===== src/rtl/pwl_synth_pkg.sv =====
// Shared definitions for the piecewise-linear synth blocks:
// register bus width and register field codes.
package pwl_synth_pkg;

  localparam int REG_BITS = 16;

  typedef enum logic [1:0] {
    FLD_PERIOD = 2'd0,
    FLD_TARGET = 2'd1,
    FLD_RATE   = 2'd2,
    FLD_CTRL   = 2'd3
  } field_e;

endpackage


===== src/rtl/pwls_sweep_step.sv =====
// One sweep step: load target at rate 0, otherwise move
// the period one count toward target on gated frames.
module pwls_sweep_step #(
  parameter int BITS       = 12,
  parameter int SWEEP_BITS = 4
) (
  input  logic [BITS-1:0]       cur,
  input  logic [BITS-1:0]       tgt,
  input  logic [SWEEP_BITS-1:0] rate,
  input  logic [SWEEP_BITS-1:0] frame,
  output logic [BITS-1:0]       nxt
);

  logic [SWEEP_BITS-1:0] mask;
  logic                  gate;

  // Gate on the low 'rate' frame bits being zero, then step
  always_comb begin
    mask = '0;
    for (int i = 0; i < SWEEP_BITS; i++) begin
      mask[i] = int'(rate) > i;
    end
    gate = (frame & mask) == '0;
    nxt  = cur;
    if (rate == '0) begin
      nxt = tgt;
    end else if (gate && (cur < tgt)) begin
      nxt = cur + 1'b1;
    end else if (gate && (cur > tgt)) begin
      nxt = cur - 1'b1;
    end
  end

endmodule


===== src/rtl/pwls_multichannel_sweep_osc.sv =====
// Time-multiplexed multi-channel oscillator with
// octave/mantissa period and per-channel period sweep.
module pwls_multichannel_sweep_osc
  import pwl_synth_pkg::*;
#(
  parameter int BITS         = 12,
  parameter int OCT_BITS     = 3,
  parameter int NUM_CHANNELS = 4,
  parameter int PHASE_BITS   = 20,
  parameter int SWEEP_BITS   = 4
) (
  input  logic                clk,
  input  logic                rst_n,
  input  logic                en,
  input  logic [5:0]          reg_waddr,
  input  logic [REG_BITS-1:0] reg_wdata,
  input  logic                reg_we,
  output logic                out_valid,
  output logic [((NUM_CHANNELS > 1) ?
                 $clog2(NUM_CHANNELS) : 1)-1:0] out_channel,
  output logic [BITS-1:0]     out_phase,
  output logic [BITS-1:0]     out_period,
  output logic                frame_tick
);

  localparam int CW = (NUM_CHANNELS > 1) ?
                      $clog2(NUM_CHANNELS) : 1;
  localparam int MW = BITS - OCT_BITS;

  logic [BITS-1:0]       period_q [NUM_CHANNELS];
  logic [BITS-1:0]       target_q [NUM_CHANNELS];
  logic [SWEEP_BITS-1:0] rate_q   [NUM_CHANNELS];
  logic                  ena_q    [NUM_CHANNELS];
  logic                  prst_q   [NUM_CHANNELS];
  logic [PHASE_BITS-1:0] phase_q  [NUM_CHANNELS];

  logic [CW-1:0]         slot_q;
  logic [SWEEP_BITS-1:0] frame_q;

  logic [BITS-1:0]       cur_period;
  logic [BITS-1:0]       swept;
  logic [PHASE_BITS-1:0] inc;
  logic [PHASE_BITS-1:0] phase_nxt;
  logic                  last_slot;
  logic                  slot_live;

  logic [3:0]            wr_ch;
  logic [CW-1:0]         wr_idx;
  logic                  wr_ok;
  field_e                wr_fld;

  assign cur_period = period_q[slot_q];
  assign inc = PHASE_BITS'({1'b1, cur_period[MW-1:0]})
               << cur_period[BITS-1:MW];
  assign phase_nxt = prst_q[slot_q] ? '0
                   : phase_q[slot_q] + inc;
  assign last_slot = slot_q == CW'(NUM_CHANNELS - 1);
  assign slot_live = en && ena_q[slot_q];

  assign wr_ch  = reg_waddr[5:2];
  assign wr_idx = wr_ch[CW-1:0];
  assign wr_ok  = reg_we && (int'(wr_ch) < NUM_CHANNELS);
  assign wr_fld = field_e'(reg_waddr[1:0]);

  pwls_sweep_step #(
    .BITS       (BITS),
    .SWEEP_BITS (SWEEP_BITS)
  ) u_step (
    .cur   (cur_period),
    .tgt   (target_q[slot_q]),
    .rate  (rate_q[slot_q]),
    .frame (frame_q),
    .nxt   (swept)
  );

  // Per-channel state: slot update first, register write last
  always_ff @(posedge clk or negedge rst_n) begin
    if (!rst_n) begin
      for (int c = 0; c < NUM_CHANNELS; c++) begin
        period_q[c] <= '0;
        target_q[c] <= '0;
        rate_q[c]   <= '0;
        ena_q[c]    <= 1'b0;
        prst_q[c]   <= 1'b0;
        phase_q[c]  <= '0;
      end
    end else begin
      if (en) begin
        if (prst_q[slot_q] || ena_q[slot_q]) begin
          phase_q[slot_q] <= phase_nxt;
        end
        prst_q[slot_q] <= 1'b0;
        if (ena_q[slot_q]) begin
          period_q[slot_q] <= swept;
        end
      end
      if (wr_ok) begin
        unique case (wr_fld)
          FLD_PERIOD: begin
            period_q[wr_idx] <= reg_wdata[BITS-1:0];
            target_q[wr_idx] <= reg_wdata[BITS-1:0];
          end
          FLD_TARGET: target_q[wr_idx] <= reg_wdata[BITS-1:0];
          FLD_RATE:   rate_q[wr_idx] <= reg_wdata[SWEEP_BITS-1:0];
          FLD_CTRL: begin
            ena_q[wr_idx]  <= reg_wdata[0];
            prst_q[wr_idx] <= reg_wdata[1];
          end
        endcase
      end
    end
  end

  // Slot and frame counters advance only while enabled
  always_ff @(posedge clk or negedge rst_n) begin
    if (!rst_n) begin
      slot_q  <= '0;
      frame_q <= '0;
    end else if (en) begin
      slot_q <= last_slot ? '0 : slot_q + 1'b1;
      if (last_slot) begin
        frame_q <= frame_q + 1'b1;
      end
    end
  end

  // Output registers; data holds unless a live slot ran
  always_ff @(posedge clk or negedge rst_n) begin
    if (!rst_n) begin
      out_valid   <= 1'b0;
      frame_tick  <= 1'b0;
      out_channel <= '0;
      out_phase   <= '0;
      out_period  <= '0;
    end else begin
      out_valid  <= slot_live;
      frame_tick <= en && last_slot;
      if (slot_live) begin
        out_channel <= slot_q;
        out_phase   <= phase_nxt[PHASE_BITS-1 -: BITS];
        out_period  <= swept;
      end
    end
  end

endmodule


===== config.mk =====
export PLATFORM = sky130hd
export DESIGN_NAME = pwls_multichannel_sweep_osc
export DESIGN_NICKNAME = d
export VERILOG_FILES = /design/src/rtl/pwl_synth_pkg.sv /design/src/rtl/pwls_sweep_step.sv /design/src/rtl/pwls_multichannel_sweep_osc.sv
export SDC_FILE = /design/constraint.sdc
export NUM_CORES = 1
export LEC_CHECK = 0
export ABC_AREA = 1
export BUFFER_PORTS_ARGS = -buffer_cell sky130_fd_sc_hd__buf_2
export CORE_ASPECT_RATIO = 0.7
export CORE_MARGIN = 8
export CORE_UTILIZATION = 45
export DETAILED_ROUTE_END_ITERATION = 12
export SKIP_LAST_GASP = 1
export SYNTH_ARGS = -nofsm -noshare
export SYNTH_HDL_FRONTEND = slang
export SYNTH_HIERARCHICAL = 1
export SYNTH_SLANG_ARGS = --single-unit

===== constraint.sdc =====
create_clock -name clk -period 4.4 [get_ports clk]
set_input_delay 0 -clock clk [delete_from_list [all_inputs] [get_ports clk]]
set_output_delay 0 -clock clk [all_outputs]
set_load 0.02 [all_outputs]

# Yosys cells after proc, flatten, opt, wreduce, memory -nomap -nowiden
# Cells that the tools add are included.
# totals
regBits,234
inputBits,26
output_inout_bits,28
elab_cells,123
# classes
order_cmp,11
muxes,49
shift,1
n_addsub,5
bitwise_logic,5
eq_ne,4
n_reduce_logical,17
# ops
cell,n
$mux W48,4
$bwmux W48,3
$mux W12,9
$bwmux W80,1
$mux W20,4
$bmux W12 S2,2
$demux W12 S2,2
$bmux W20 S2,1
$demux W20 S2,1
$mux W4,6
$add A20 B20 Y20,1
$shl A10 B3 Y20,1
$bwmux W16,1
$add A12 B1 Y12 const B,1
$gt A12 B12 Y1,1
$lt A12 B12 Y1,1
$sub A12 B1 Y12 const B,1
$reduce_and A2 Y1,5
$and A4 B4 Y4,2
$bmux W4 S2,1
$bwmux W4,2
$demux W4 S2,1
$gt A4 B1 Y1 const B,2
$gt A4 B2 Y1 const B,2
other kinds (18),37

# Longest topological paths before layout
# logic_depth
depth_word,17
mapped_depth,25
mapped_depth_nobuf,21

# Modules after synthesis
# The synthesis kept the hierarchy.
# by_module_without_submodules
mod,n_inst,area_each_um2,seq_area_each_um2,cells_per_inst
pwls_multichannel_sweep_osc,1,12186.7,5855.6,1552
pwls_sweep_step,1,1281.2,0.0,232

# Least setup slack after synthesis
# Ideal clock, no wire load.
# synth_path
path_type,reg-to-reg
start,reg slot_q[0]
end,reg period_q[40] (netlist bit)
required_time_ns,4.318
arrival_ns,3.100
setup_ns,0.082
path_slack_ns,1.218
period_less_slack_ns,3.182
n_path_buf,5
stages_incl_launch_ff,24
path_cell_list,dfrtp_1 > inv_2 > buf_6 > buf_6 > buf_4 > buf_2 > buf_2 > nor2_1 > o22ai_1 > inv_1 > ha_1 > nand2_1 > inv_1 > nand2_2 > inv_1 > nand2_1 > nand3_4 > nor2_8 > nand2_2 > nand3_1 > nand2_1 > o21ai_1 > nand3_1 > a31oi_1
# synth_between
elab_chain_cells,17
word_cells_on_any_way,40
classes_between,2 x add/sub; 8 x order compare; 23 x mux; 2 x bitwise; 5 x reduce/logical
# synth_rtl
element,line,source
from (decl),pwls_multichannel_sweep_osc.sv:37,logic [CW-1:0] slot_q;
from (signal assigned),pwls_multichannel_sweep_osc.sv:120,slot_q <= last_slot ? '0 : slot_q + 1'b1;
$not A2 Y3 (not written as such) *,"pwls_multichannel_sweep_osc.sv:52, pwls_multichannel_sweep_osc.sv:70, pwls_multichannel_sweep_osc.sv:71",
$bmux W4 S2,pwls_multichannel_sweep_osc.sv:71,".rate (rate_q[slot_q]),"
$mux W4 (not written as such) (2 in series),pwls_multichannel_sweep_osc.sv:71,
$gt A4 B1 Y1 or $gt A4 B2 Y1 (tied branches),pwls_sweep_step.sv:21,mask[i] = int'(rate) > i;
$and A4 B4 Y4,pwls_sweep_step.sv:23,gate = (frame & mask) == '0;
$logic_not A4 Y1,pwls_sweep_step.sv:23,
$logic_and A1 B1 Y1,pwls_sweep_step.sv:29,end else if (gate && (cur > tgt)) begin
$mux W12,pwls_sweep_step.sv:29,
$mux W12,pwls_sweep_step.sv:27,end else if (gate && (cur < tgt)) begin
$mux W12 *,pwls_sweep_step.sv:25,if (rate == '0) begin
named net swept[4],pwls_multichannel_sweep_osc.sv:41,logic [BITS-1:0] swept;
$bwmux W48 *,pwls_multichannel_sweep_osc.sv:94,period_q[slot_q] <= swept;
$mux W48 *,pwls_multichannel_sweep_osc.sv:93,if (ena_q[slot_q]) begin
$mux W48 *,pwls_multichannel_sweep_osc.sv:88,if (en) begin
$bwmux W48,pwls_multichannel_sweep_osc.sv:100,period_q[wr_idx] <= reg_wdata[BITS-1:0];
$mux W48,pwls_multichannel_sweep_osc.sv:98,unique case (wr_fld)
$mux W48 *,pwls_multichannel_sweep_osc.sv:97,if (wr_ok) begin
"to (signal, indexed assignment)",pwls_multichannel_sweep_osc.sv:94,
"to (signal, indexed assignment)",pwls_multichannel_sweep_osc.sv:100,
to (decl),pwls_multichannel_sweep_osc.sv:30,logic [BITS-1:0] period_q [NUM_CHANNELS];
# The timed path passes the listed nets; every way through them passes the cells marked *. The select of a mux whose other input is x is not followed.
# A chain may end at the register's enable or synchronous reset.

# Final worst setup path
# layout_path
start,reg slot_q[0]
end,reg out_phase[1]
# layout_between
elab_chain_cells,7
word_cells_on_any_way,17
classes_between,1 x add/sub; 1 x shift; 13 x mux; 1 x bitwise; 1 x reduce/logical
# layout_rtl
element,line,source
$not A2 Y3 (not written as such) *,--,
$bmux W12 S2,pwls_multichannel_sweep_osc.sv:52,assign cur_period = period_q[slot_q];
$mux W12 (not written as such) (2 in series),pwls_multichannel_sweep_osc.sv:52,
$shl A10 B3 Y20,pwls_multichannel_sweep_osc.sv:53,"assign inc = PHASE_BITS'({1'b1, cur_period[MW-1:0]})"
$add A20 B20 Y20,pwls_multichannel_sweep_osc.sv:56,: phase_q[slot_q] + inc;
$mux W20,pwls_multichannel_sweep_osc.sv:55,assign phase_nxt = prst_q[slot_q] ? '0
to (signal assigned),pwls_multichannel_sweep_osc.sv:140,out_phase <= phase_nxt[PHASE_BITS-1 -: BITS];
to (decl),pwls_multichannel_sweep_osc.sv:21,"output logic [BITS-1:0] out_phase,"
# Mark *: on every way between the ends. The rest lies on a longest branch, timed or not. The select of a mux whose other input is x is not followed.

==> results.sh <==
export IMPL_worst_path_buf_inv=3
export IMPL_skew_ns=0.0115
export IMPL_layout_min_cycle_time_ns=3.99
export IMPL_core_region_area_um2=29700
export IMPL_yosys_warnings=6
export IMPL_fin_crit_sh_pct=90.7
export IMPL_yosysTopAreaCell="dfrtp_1"
export IMPL_max_stage_delay_ns=0.65
export IMPL_drive_gt1_share_pct=9.91
export IMPL_synth_cell_types=49
export IMPL_async_flop_share_pct=100
export IMPL_max_slew_margin_pct=29.4
export IMPL_synth_main_ff_cell="dfrtp_1"
export IMPL_io_buffers=49
export IMPL_die_w_um=223
export IMPL_path_clk_slew_ns=0.07
export IMPL_end_kind="flip-flop"
export IMPL_netlist_top_cells_count="nand2_1, dfrtp_1, nor2_1"
export IMPL_regArea_um2=5860
export IMPL_htree_levels=1
export IMPL_grt_ovfl_total=0
export IMPL_gp_congestion=0.887
export IMPL_slew_viol_final=0
export IMPL_hold_viol_final=0
export IMPL_wirelength_um=40300
export IMPL_drtPass1Iterations=6
export IMPL_crit_chain="buf_12 -> nand2_1 -> a32oi_4 -> inv_2 -> nand3_1 -> nand2_1 -> o21ai_0 -> ha_1 -> nand2_1 -> inv_1 -> a21oi_1 -> nand3_1 -> o21ai_0 -> o21ai_0"
export IMPL_yosysMostFrequentCell="nand2_1"
export IMPL_cts_made_buffers=25
export IMPL_cts_resized=0
export IMPL_utilization_pct=50.8
export IMPL_initial_utilization_pct=45.3
export IMPL_dp_hpwl_um=27000
export IMPL_synth_top_area_share_pct=43.5
export IMPL_grt_max_degree=125
export IMPL_crit_family="compound AO/OA/AOI/OAI gates"
export IMPL_avgSynthCellArea_um2=7.55
export IMPL_syn_nets=1847
export IMPL_multi_input_area_um2=6670
export IMPL_layout_area_overhead_vs_synth_pct=12.0
export IMPL_antenna_found_initial=0
export IMPL_cp_required_ns=4.79
export IMPL_status="completed"
export IMPL_track_usage_pct=22.4
export IMPL_worstSkewPairLatency_ns=0.56
export IMPL_nets=1880
export IMPL_cts_tree="built"
export IMPL_die_area_um2=35800
export IMPL_max_clock_freq_mhz=250
export IMPL_grt_pass1_vias=11600
export IMPL_fillers=2904
export IMPL_cts_root_buf="clkbuf_16"
export IMPL_die_h_um=161
export IMPL_grt_pass1_wl_um=65000
export IMPL_finalSetupTns_ns=0
export IMPL_tightest_slew_ns=1.06
export IMPL_antenna_left=0
export IMPL_core_rowCount=53
export IMPL_rsz0062_at_grt="no"
export IMPL_drt_iter0_drc=1358
export IMPL_antennaDiodeCount=0
export IMPL_setup_viol=0
export IMPL_vias_per_cell=5.55
export IMPL_syn_area_um2=13500
export IMPL_io_pins=54
export IMPL_crit_arrival_ns=4.38
export IMPL_synth_seq_cells=234
export IMPL_cts_sinks=234
export IMPL_worstSetupPathType="flip-flop to flip-flop"
export IMPL_cts_max_path_buffers=3
export IMPL_routedWlPerCell_um=18.1
export IMPL_crit_fanout=104
export IMPL_synth_cells=1784
export IMPL_timing_rr_start="slot_q[0]$_DFFE_PN0P_"
export IMPL_crit_path_start="slot_q[0]$_DFFE_PN0P_"
export IMPL_drv_cap=0
export IMPL_ys_top_cells_by_area="dfrtp_1, nand2_1, o21ai_0"
export IMPL_num_vias=12300
export IMPL_startpoint_type="flip-flop"
export IMPL_ys_seq_area_share_pct=43.5
export IMPL_synth_edf_count=0
export IMPL_remaining_drc_errors=0
export IMPL_hold_path_class="primary input to async pin"
export IMPL_cp_slowest_cell="a32oi_4"
area by class of cell:
cell class	count	share of cell area, %
clock buffer	34	4.77
clock inverter	12	1.54
inverter	109	2.73
multi-input combinational	1346	44.2
sequential	234	38.8
tap	385	3.19
timing repair buffer	101	4.71
cells in the final DEF, fill, tap and decap left out, drive strengths merged, types with 36 or more instances in the layout:
cell and instances:
o22ai 66, nand2 509, buf 80, nor2 212, inv 110, nand3 117
ha 36, a21oi 100, dfrtp 234, o21ai 210, nand4 37
final timing paths:
path,end,slack (ns),depth (start not counted)
worst max-delay path,out_phase[1]$_DFFE_PN0P_,0.41,14
worst min-delay path,target_q[20]$_DFFE_PN0P_,0.14,2
worst max register to register,out_phase[1]$_DFFE_PN0P_,0.41,14
worst min register to register,out_period[8]$_DFFE_PN0P_,0.47,2
max in group asynchronous,target_q[10]$_DFFE_PN0P_,3.14,3
min in group clk,target_q[23]$_DFFE_PN0P_,0.20,7
registers in the layout, indices dropped and copies added (netlist names):
register / count
out_valid: 1
out_period: 12
ena_q: 4
frame_q: 4
rate_q: 16
phase_q: 80
out_channel: 2
prst_q: 4
slot_q: 2
period_q: 48
target_q: 48
out_phase: 12
frame_tick: 1
layer usage:
layer / global-route usage (%) / part of all wire [%]
met3: 4.59 / 8.1
met1: 35.6 / 51
met4: 3.67 / 1.4
met2: 30.7 / 40
met5: 0 / 0
stage by stage:
stage / setup WS [ns] / hold WS, ns / instances / cell area [µm²]
3_3_place_gp: 0.547 / 0.181 / 2154 / 13900
3_5_place_dp: 0.434 / 0.177 / 2154 / 13900
6_report: 0.407 / 0.139 / 2221 / 15100
5_1_grt: 0.0355 / 0.228 / 2221 / 15100
4_1_cts: 0.439 / 0.168 / 2221 / 15100
2_1_floorplan: 1.22 / -0.296 / 1784 / 13500
kinds of logic (layout without fill, tap and decap cells):
family | Yosys count | after routing | share of synthesized area [%]
AND/OR/NAND/NOR | 898 | 898 | 29.1
AO/OA/AOI/OAI | 405 | 405 | 16.6
flip-flops | 234 | 234 | 43.5
buffers and inverters | 204 | 256 | 7.00
adder cells (fa/ha/maj) | 37 | 37 | 3.49
XOR/XNOR | 6 | 6 | 0.390
repair_timing:
action,in CTS,in global routing
setup buffers,0,0
hold buffers,21,0
endpoints found under the hold margin,234,0
Power is left out: the tool's default activity adds up to more than one toggle a clock period on the data nets, which glitch-free logic cannot reach.
